File: src/rtl/perceptron_trainer.sv
// perceptron_trainer: online fixed-step perceptron trainer, one sample per 4 clocks,
// weights driven straight into the inference perceptron.
module perceptron_trainer #(
  parameter int N          = 8,
  parameter int THRESH     = 320,
  parameter int LR_SHIFT   = 2,
  parameter int B_STEP     = 16,
  parameter int W_INIT     = 1,
  parameter int CONV_COUNT = 4
) (
  input  logic           clk_in,
  input  logic           rst_in,
  input  logic [N-1:0]   x1,
  input  logic [N-1:0]   x2,
  input  logic           target,
  input  logic           s_valid,
  output logic           s_ready,
  output logic [N-1:0]   w1,
  output logic [N-1:0]   w2,
  output logic [2*N-1:0] b,
  output logic           pred,
  output logic           err,
  output logic           done_valid,
  output logic           converged,
  output logic [15:0]    err_count
);
  localparam int CW = $clog2(CONV_COUNT + 1);
  typedef enum logic [1:0] {IDLE, MUL, SUM, UPD} state_t;
  state_t state, state_nx;
  logic [N-1:0] xa, xb, d1, d2, w1_inc, w2_inc, w1_dec, w2_dec;
  logic [N:0] w1_add, w2_add;
  logic [2*N:0] b_add;
  logic [2*N-1:0] p1, p2, b_inc, b_dec;
  logic [2*N+1:0] sum;
  logic [CW-1:0] cnt;
  logic tgt, pred_i, miss;
  always_ff @(posedge clk_in or posedge rst_in)
    if (rst_in) state <= IDLE;
    else state <= state_nx;
  always_comb begin
    state_nx = state;
    unique case (state)
      IDLE:    state_nx = s_valid ? MUL : IDLE;
      MUL:     state_nx = SUM;
      SUM:     state_nx = UPD;
      default: state_nx = IDLE;
    endcase
  end
  assign s_ready   = state == IDLE;
  assign converged = cnt == CW'(CONV_COUNT);
  assign pred_i    = sum >= (2*N+2)'(THRESH);
  assign miss      = pred_i != tgt;
  // saturating step arithmetic; one extra bit catches overflow on the way up
  assign d1     = xa >> LR_SHIFT;
  assign d2     = xb >> LR_SHIFT;
  assign w1_add = {1'b0, w1} + {1'b0, d1};
  assign w2_add = {1'b0, w2} + {1'b0, d2};
  assign w1_inc = w1_add[N] ? '1 : w1_add[N-1:0];
  assign w2_inc = w2_add[N] ? '1 : w2_add[N-1:0];
  assign w1_dec = w1 > d1 ? w1 - d1 : '0;
  assign w2_dec = w2 > d2 ? w2 - d2 : '0;
  assign b_add  = {1'b0, b} + (2*N+1)'(B_STEP);
  assign b_inc  = b_add[2*N] ? '1 : b_add[2*N-1:0];
  assign b_dec  = b > (2*N)'(B_STEP) ? b - (2*N)'(B_STEP) : '0;
  always_ff @(posedge clk_in or posedge rst_in)
    if (rst_in) begin
      xa         <= '0;
      xb         <= '0;
      tgt        <= 1'b0;
      p1         <= '0;
      p2         <= '0;
      sum        <= '0;
      w1         <= N'(W_INIT);
      w2         <= N'(W_INIT);
      b          <= '0;
      pred       <= 1'b0;
      err        <= 1'b0;
      done_valid <= 1'b0;
      err_count  <= '0;
      cnt        <= '0;
    end else begin
      done_valid <= state == UPD;
      err        <= state == UPD && miss;
      if (s_valid && s_ready) begin
        xa  <= x1;
        xb  <= x2;
        tgt <= target;
      end
      if (state == MUL) begin
        p1 <= (2*N)'(xa) * (2*N)'(w1);
        p2 <= (2*N)'(xb) * (2*N)'(w2);
      end
      if (state == SUM) sum <= (2*N+2)'(p1) + (2*N+2)'(p2) + (2*N+2)'(b);
      if (state == UPD) begin
        pred <= pred_i;
        if (miss) begin
          w1        <= tgt ? w1_inc : w1_dec;
          w2        <= tgt ? w2_inc : w2_dec;
          b         <= tgt ? b_inc : b_dec;
          err_count <= err_count == '1 ? err_count : err_count + 16'd1;
          cnt       <= '0;
        end else begin
          cnt <= converged ? cnt : cnt + CW'(1);
        end
      end
    end
endmodule
File: config.mk
export PLATFORM = sky130hd
export DESIGN_NAME = perceptron_trainer
export DESIGN_NICKNAME = d
export VERILOG_FILES = /design/src/rtl/perceptron_trainer.sv
export SDC_FILE = /design/constraint.sdc
export NUM_CORES = 1
export LEC_CHECK = 0
export ABC_AREA = 1
export CORE_AREA = 2 2 149 151
export DETAILED_ROUTE_END_ITERATION = 8
export DIE_AREA = 0 0 151 153
export PLACE_DENSITY = 0.79
export SETUP_SLACK_MARGIN = 0.2
export SLEW_MARGIN = 5
export SYNTH_ARGS = -nofsm -noshare
export SYNTH_HDL_FRONTEND = slang
export SYNTH_SLANG_ARGS = --single-unit
File: constraint.sdc
create_clock -name clk_in -period 5.07 [get_ports clk_in]
set_input_delay 1.014 -clock clk_in [delete_from_list [all_inputs] [get_ports clk_in]]
set_output_delay 1.014 -clock clk_in [all_outputs]
set_load 0.01 [all_outputs]
==> flow_summary_export.csv <==
group,metric,value,unit
run_status,outcome,"finished, final reports clean",
clocking,cts-root-buf,"clkbuf_16",
floorplanning,ios,73,
route,first_iter_violations,703,
global_routing,grt_pass1_vias,11027,
clocking,cts_buffer_depth,2,
sta,period_needed,4320,ps
synthesis,synth-seq-area-share,22.5,%
global_routing,grt_pass1_wl,52900,µm
sta,final_max_slew_viol_count,0,
finish,drive_above_1_share,3.44,%
setup_path,r2r_slack,750,ps
sta,slew_headroom,30.2,%
setup_path,startpoint_type,"register",
synthesis,synthFlopType,"dfrtp_1",
placed_design,hpwl,23900,µm
global_routing,overflow,0,
clocking,cts_inserted_buffers,17,
sta,fin_skew,13.4,ps
setup_path,cp.arrival,4630,ps
clocking,htreeDepth,4,
job,cap_viol_max_count,0,
synthesis,synth_common_cells,"nand2_1 (609), inv_1 (358), nand3_1 (125)",
clocking,post_cts.resized_instances,0,
synthesis,ys_types,39,
route,dr.pass1.iters,5,
finish,fin_util,65.4,%
synthesis,yosys_warnings,0,
synthesis,synth_nets,2060,
clocking,cts_tree,"built",
route,drc,0,
placed_design,dpl_cell_area,13500,µm²
setup_path,crit_fanout,18,
synthesis,synth.top_cells.by_area,"dfrtp_1 (22%), nand2_1 (18%), fa_1 (15%)",
route,routedWlPerCell,14.6,µm
synthesis,synth_top_area_share,22.1,%
setup_path,rr_endpoint,"p1[12]",
synthesis,yosysMostFrequentCell,"nand2_1",
clocking,clk_latency,430,ps
synthesis,synth_cells,1826,
global_routing,grt_max_degree,60,
route,routed_wl,31300,µm
finish,n_fill_cell,1936,
setup_path,r2r_cells,16,
sta,max_freq,231,MHz
hold_path,hold_class,"register to register",
sta,rsz0062_at_grt,"false",
sta,setup-tns-final,0,ps
synthesis,synth-seq-cells,114,
setup_path,critical_path_class,"register to register",
sta,finalCritPeriodShare,85.3,%
setup_path,crit_required,5380,ps
synthesis,synth_edf_count,0,
floorplanning,chipWidth,151,µm
synthesis,postSynthAreaPerCell,6.96,µm²
finish,final_area,14000,µm²
route,ant_nets,0,
placed_design,numPortBuffers,72,
sta,tightest_slew,1050,ps
synthesis,async_flop_share,100,%
setup_path,worst_setup_path_end_kind,"register",
sta,setup_slack,747,ps
clocking,cts.clk_slew.worst_paths,60,ps
hold_path,min_delay_path_depth,2,
floorplanning,row_count,54,
hold_path,min_to,"sum[15]",
sta,finalSetupViolCount,0,
global_routing,grt_usage,28.6,%
clocking,post_cts_buffers,0,
synthesis,syn-cell-area,12700,µm²
synthesis,synth_top_cell_by_area,"dfrtp_1",
floorplanning,start_util,59.1,%
finish,nNetsFinal,2083,
global_routing,antenna_found_initial,0,
floorplanning,die_area,23100,µm²
finish,area_growth,10.6,%
placed_design,globalplace.congestion,0.919,
route,route.vias.total,11393,
placed_design,dp_slack,794,ps
finish,num_antenna_cells,0,
clocking,cts.sinks,114,
setup_path,r2r-start,"w1[6]",
route,drt-vias-per-instance,5.32,
hold_path,hold_start,"sum[15]",
floorplanning,coreArea,21500,µm²
sta,hold_viol_final,0,
floorplanning,dieHeight,153,µm
clocking,cts_hold_buf,0,
==> flip-flops by register name, indices dropped and copies added, names as in the netlist, 2 cells and up <==
signal,cells
xb,8
b,13
state,2
cnt,3
w1,8
err_count,16
p2,16
p1,16
xa,8
sum,12
w2,8
==> cells by family after synthesis <==
logic type                 Yosys count  share of synthesized area, %
and+or+nand+nor                    885                          28.9
buffers and inverters              433                          13.2
adders and majority gates          214                          26.6
AOI/OAI and AO/OA                  134                          5.48
DFF                                114                          22.5
xor gates and xnor gates            40                          2.76
muxes                                6                         0.532
==> how the worst max path moves through the flow <==
stage | startpoint | end | slack (ps) | depth (start not counted)
final | w1[6] | p1[12] | 750 | 16
after global routing | w1[6] | p1[14] | 440 | 17
after CTS | w2[6] | p2[12] | 770 | 18
after detailed placement | w2[6] | p2[12] | 790 | 18
after global placement | w1[3] | p1[13] | 880 | 14
after floorplan | w1[6] | p1[14] | 820 | 19
==> routing by layer <==
metal | global-route usage, % | share of wire (%)
met5 | 0 | 0
met1 | 38.6 | 44
met2 | 46.6 | 47
met3 | 4.30 | 5.7
met4 | 10.5 | 3.1
==> area by class of cell <==
class | instances | area [µm²] | share of cell area (%)
Sequential cell | 114 | 2860 | 20.3
Timing Repair Buffer | 78 | 766 | 5.45
Clock inverter | 14 | 129 | 0.918
Multi-Input combinational cell | 1279 | 8160 | 58.1
Clock buffer | 18 | 429 | 3.06
Tap cell | 280 | 350 | 2.49
Inverter | 359 | 1350 | 9.63
==> placed cells by master (no fill, tap or decap), drive strengths merged, types with 58 or more instances in the layout <==
cell and count:
o21ai 62, nand3 127, ha 121, dfrtp 112, nand2 610, inv 364
a21oi 58, clkdlybuf4s50 72, nor2 97, fa 93
==> per-stage QoR <==
stage               hold slack, ps  std cells
floorplan                      449       1826
global placement               464       2110
detailed placement             468       2110
CTS                            485       2142
global route                   519       2142
finish                         489       2142
==> critical path, stage by stage, from the launching register on <==
cell     delay [ps]
dfrtp_1         690
nand2_1         180
fa_1            520
fa_1            540
inv_1            50
fa_1            530
inv_1            50
fa_1            520
inv_1            40
ha_1            350
nand2_1         120
o21ai_0         260
nand2_1         110
nand3_1          80
nand2_1          50
nand3_1          60
nand2_1          50
Power is left out: the tool's default activity adds up to more than one toggle a clock period on the data nets, which glitch-free logic cannot reach.
==> edit 1: new RTL, config.mk and constraints unchanged <==
Register the input `target` before use, cleared by the reset. The logic sees it one clock later. The other inputs are not delayed to match.
--- a/src/rtl/perceptron_trainer.sv
+++ b/src/rtl/perceptron_trainer.sv
@@ -28,2 +28,13 @@
   typedef enum logic [1:0] {IDLE, MUL, SUM, UPD} state_t;
+
+  logic target_q;
+
+  always_ff @(posedge clk_in or posedge rst_in) begin
+    if (rst_in) begin
+      target_q <= '0;
+    end else begin
+      target_q <= target;
+    end
+  end
+
   state_t state, state_nx;
@@ -86,3 +97,3 @@
         xb  <= x2;
-        tgt <= target;
+        tgt <= target_q;
       end
Behaviour: not the same (Yosys sat finds a counterexample within 10 cycles, from zero or initial values and one cycle with rst_in high).
==> edit 1 against the original RTL <==
- utilization fell by 0.47 points
- area after synthesis fell by 1.4%
- wire length rose by 0.15%
- sequential cell count rose by 1
- global-route usage rose by 0.22 points
- die area did not move
- first-iteration DRC count rose by 17%
- design area fell by 0.71%
- hold slack got worse by 0.0094 ns
- worst setup slack got worse by 0.088 ns
- critical endpoint is now p2[12]$_DFFE_PP0N_
Power is not shown: default switching activity piles up to over one toggle a cycle in this logic, so the estimate is an artifact.
==> edit 1: results (changes against the original RTL) <==
[critical_path]
critical-path-max-stage-delay_ns=0.69  ; about the same
worst-endpoint-arrival_ns=4.72  ; +0.09 ns
maximum_fanout_along_the_worst_path=18  ; unchanged
critPathSlowestCell=sky130_fd_sc_hd__dfrtp_1

[drt]
m1WireLength_um=14110  ; +3.1%
met3_wirelength_um=1899  ; +5.9%
avgViaCountPerCell=5.395  ; +1.4%
drt_first_pass_iters=5  ; unchanged
totalWireLength_um=31330  ; +0.15%
detailedRoute.firstIterationViolations=819  ; +17%
top_signal_layer_used=met4
wl_met2_um=14510  ; -2.1%

[clock_tree]
root_buffer=sky130_fd_sc_hd__clkbuf_16
clock_latency_ns=0.43  ; about the same
cts_hold_buffers=0  ; unchanged
clock_path_buffers=2  ; unchanged
clk_pin_slew_ns=0.06  ; about the same
clock_tree.htree_level_count=4  ; unchanged
post_cts.resized_instances=0  ; unchanged
numCtsBuffers=17  ; unchanged

[finish]
n_fill_cell=1867  ; -3.6%
nets=2031  ; -2.5%
layout-drive-gt1-share_pct=3.978  ; +0.54 points
biggestRegsByFlops=err_count: 16 flops, p1: 16 flops, p2: 16 flops
antenna-diode-count=0  ; unchanged

[yosys]
synth.top_cells.by_area=sky130_fd_sc_hd__dfrtp_1, sky130_fd_sc_hd__nand2_1, sky130_fd_sc_hd__fa_1
synth.top_cells.by_count=sky130_fd_sc_hd__nand2_1, sky130_fd_sc_hd__inv_1, sky130_fd_sc_hd__nand3_1, sky130_fd_sc_hd__ha_1, sky130_fd_sc_hd__dfrtp_1
ys.warnings.count=0  ; unchanged
most_common_flop_cell_mapped_by_yosys=sky130_fd_sc_hd__dfrtp_1
post_synth_num_cell_types=42  ; +7.7%
seq_area_frac_synth_pct=22.99  ; +0.51 points

[place]
io_buffers=72  ; unchanged
finalWeightedCongestion=0.9074  ; -1.3%
dp_hpwl_um=23740  ; -0.80%

[grt]
grtUsageMet1_pct=40.09  ; +1.5 points
grt_antenna_before_repair=0  ; unchanged
gr-usage-all-layers_pct=28.79  ; +0.22 points
first_pass_grt_wire_length_um=53500  ; +1.1%
pin_count_of_the_biggest_net_entering_global_routing=72  ; +20%
grt_use_met2_pct=45.89  ; -0.74 points
met3_usage_pct=4.836  ; +0.54 points
first_global_vias=10980  ; -0.45%

[run_status]
run_status=finished, final reports clean

[timing]
timing.clock.skew_ns=0.01257  ; -0.0007982 ns
tightestPinTransition_ns=0.9359  ; -0.1102 ns

[min_path]
class_of_the_most_critical_hold_timing_path=reg2reg

## edit 1: layout make-up
cell class | instances | share of cell area, %
Timing Repair Buffer | 84 | 5.814
Clock inverter | 12 | 0.9510
Inverter | 325 | 8.765
Tap cell | 280 | 2.512
Clock buffer | 20 | 3.203
Sequential cell | 115 | 20.65
Multi-Input combinational cell | 1254 | 58.10
## edit 1: critical path: cells and delay by family, from the launching register on
kind / cells / cell delay (ns)
flops: 1 / 0.69
buf+inv: 3 / 0.15
compound gates: 1 / 0.06
fa+ha+maj: 5 / 2.45
simple gates: 7 / 0.93
## edit 1: cells by family (layout without fill, tap and decap cells)
group	Yosys count	after routing	synth area share, %
DFF	115	115	22.99
muxes	6	6	0.5393
and+or+nand+nor	843	843	28.06
AOI/OAI and AO/OA	151	151	6.342
buffers and inverters	397	441	12.33
adders and majority gates	214	214	26.95
xor gates and xnor gates	40	40	2.797
## edit 1: worst paths after layout
path	start	endpoint	slack, ns	cells after the start
max in group asynchronous	rst_in	b[9]$_DFFE_PP0P_	3.01	3
min in group asynchronous	rst_in	w2[5]$_DFFE_PP0P_	1.13	2
hold / removal	sum[13]$_DFFE_PP0N_	sum[13]$_DFFE_PP0N_	0.48	2
setup / recovery	w2[6]$_DFFE_PP0P_	p2[12]$_DFFE_PP0N_	0.66	16
hold reg to reg	sum[13]$_DFFE_PP0N_	sum[13]$_DFFE_PP0N_	0.48	2
setup reg to reg	w2[6]$_DFFE_PP0P_	p2[12]$_DFFE_PP0N_	0.66	16
## edit 1: stage by stage
step                std cells  instance area, sq um  worst slack (ns)
CTS                      2090                 13950            0.6849
global placement         2058                 13370            0.8652
finish                   2090                 13950            0.6595
floorplan                1766                 12530            0.8047
global route             2090                 13950            0.3434
detailed placement       2058                 13370            0.7778
==> edit 2: new RTL, same flow settings <==
Made on the original files. The parameter `CONV_COUNT` goes from 4 to 8.
--- a/src/rtl/perceptron_trainer.sv
+++ b/src/rtl/perceptron_trainer.sv
@@ -8,3 +8,3 @@
   parameter int W_INIT     = 1,
-  parameter int CONV_COUNT = 4
+  parameter int CONV_COUNT = 8
 ) (
Behaviour: same outputs for any inputs over 4 cycles, from zero or initial values and one cycle with rst_in high; that may be too few to reach the edited logic, so the function may still have changed.
==> edit 2 against the original RTL <==
- area after synthesis shrank 1.2%
- sequential cell count increased by 1
- critical endpoint is now p1[14]$_DFFE_PP0N_
- worst setup slack about the same
- count of clock-buffer cells in the layout increased by 1
- design area is 0.45% lower
- via count decreased by 1.6%
- synthesized cell count shrank 3.5%
- highest routed layer unchanged
- wire length is 0.12% lower
- die area stayed put
- final cell count decreased by 2.7%
- global-route usage rose by 0.19 points
Power is not shown: default switching activity piles up to over one toggle a cycle in this logic, so the estimate is an artifact.
==> edit 2: results (changes against the original RTL) <==
[critical_path]
reg2reg_depth=18  ; +2
r2r_slack_ns=0.75  ; about the same
critical-path-max-stage-delay_ns=0.68
maximum_fanout_along_the_worst_path=18  ; unchanged
critPathTopFamily=adder cells
launch_point_of_the_worst_reg_to_reg_path=w1[6]$_DFFE_PP0P_
worst-endpoint-arrival_ns=4.64  ; about the same
endpoint=p1[14]$_DFFE_PP0N_
critPathSlowestCell=sky130_fd_sc_hd__dfrtp_1

[grt]
first_global_vias=11100  ; +0.69%
grt_antenna_before_repair=0  ; unchanged
gr-usage-all-layers_pct=28.77  ; +0.19 points
first_pass_grt_wire_length_um=53140  ; +0.39%
pin_count_of_the_biggest_net_entering_global_routing=68  ; +13%

[run_status]
run_status=finished, final reports clean

[yosys]
post_synth_num_cell_types=48  ; +23%
synth.net_count=1996  ; -3.1%
seq_area_frac_synth_pct=22.95  ; +0.47 points
synth.top_cells.by_area=sky130_fd_sc_hd__dfrtp_1, sky130_fd_sc_hd__nand2_1, sky130_fd_sc_hd__fa_1
postSynthAreaPerCell_sq_um=7.124  ; +2.4%
most_common_flop_cell_mapped_by_yosys=sky130_fd_sc_hd__dfrtp_1
synth.top_cells.by_count=sky130_fd_sc_hd__nand2_1, sky130_fd_sc_hd__inv_1, sky130_fd_sc_hd__nand3_1, sky130_fd_sc_hd__ha_1, sky130_fd_sc_hd__dfrtp_1
async_flop_share_pct=100.0  ; unchanged

[min_path]
worst_hold_path.endpoint=sum[14]$_DFFE_PP0N_
hold_path.startpoint=sum[14]$_DFFE_PP0N_

[clock_tree]
postCtsSetupBuffers=0  ; unchanged
numCtsBuffers=17  ; unchanged
clock_path_buffers=2  ; unchanged
post_cts.resized_instances=0  ; unchanged
root_buffer=sky130_fd_sc_hd__clkbuf_16
clock_latency_ns=0.43  ; about the same
clk_pin_slew_ns=0.06  ; about the same

[timing]
timing.clock.skew_ns=0.01170  ; -0.001666 ns
whs_ns=0.4808  ; -0.007858 ns
tightestPinTransition_ns=0.8585  ; -0.1877 ns
final.period_utilization_pct=85.25  ; about the same

[place]
dp_hpwl_um=23450  ; -2.0%
dp_cells=2052  ; -2.7%
placement.cell_area_sq_um=13360  ; -0.95%
pre_cts_slack_ns=0.7964  ; +0.002085 ns
finalWeightedCongestion=0.9465  ; +3.0%
io_buffers=72  ; unchanged

[drt]
detailedRoute.firstIterationViolations=900  ; +28%
avgViaCountPerCell=5.379  ; +1.1%
drt_first_pass_iters=6  ; +1
wl_per_cell_um=14.99  ; +2.7%

[finish]
antenna-diode-count=0  ; unchanged
layout-drive-gt1-share_pct=4.268  ; +0.83 points
non_filler_instances=2084  ; -2.7%

edit 2: layer usage:
| metal | vias to the layer above | part of all wire, % | track usage [%] |
|---|---|---|---|
| met5 | - | 0 | 0 |
| met4 | 0 | 2.6 | 8.767 |
| met3 | 64 | 5.4 | 4.209 |
| met2 | 344 | 47 | 48.66 |
| met1 | 5321 | 45 | 38.18 |
| li1 | 5481 | - | - |
edit 2: area by class of cell:
class	count	area (sq um)
clock buffers	19	452.9
inverters	324	1219
fillers	1878	7503
clock inverters	13	170.2
well taps	280	350.3
repair buffers	81	788.3
flip-flops and latches	115	2880
multi-input cells	1252	8122
edit 2: cells by family (layout without fill, tap and decap cells):
group                      after synthesis  in the layout  synth area share (%)
AOI/OAI and AO/OA                      154            154                 6.549
xor gates and xnor gates                38             38                 2.652
adders and majority gates              214            214                 26.89
buffers and inverters                  395            437                 12.35
DFF                                    115            115                 22.95
muxes                                    6              6                0.5382
and+or+nand+nor                        840            840                 28.07
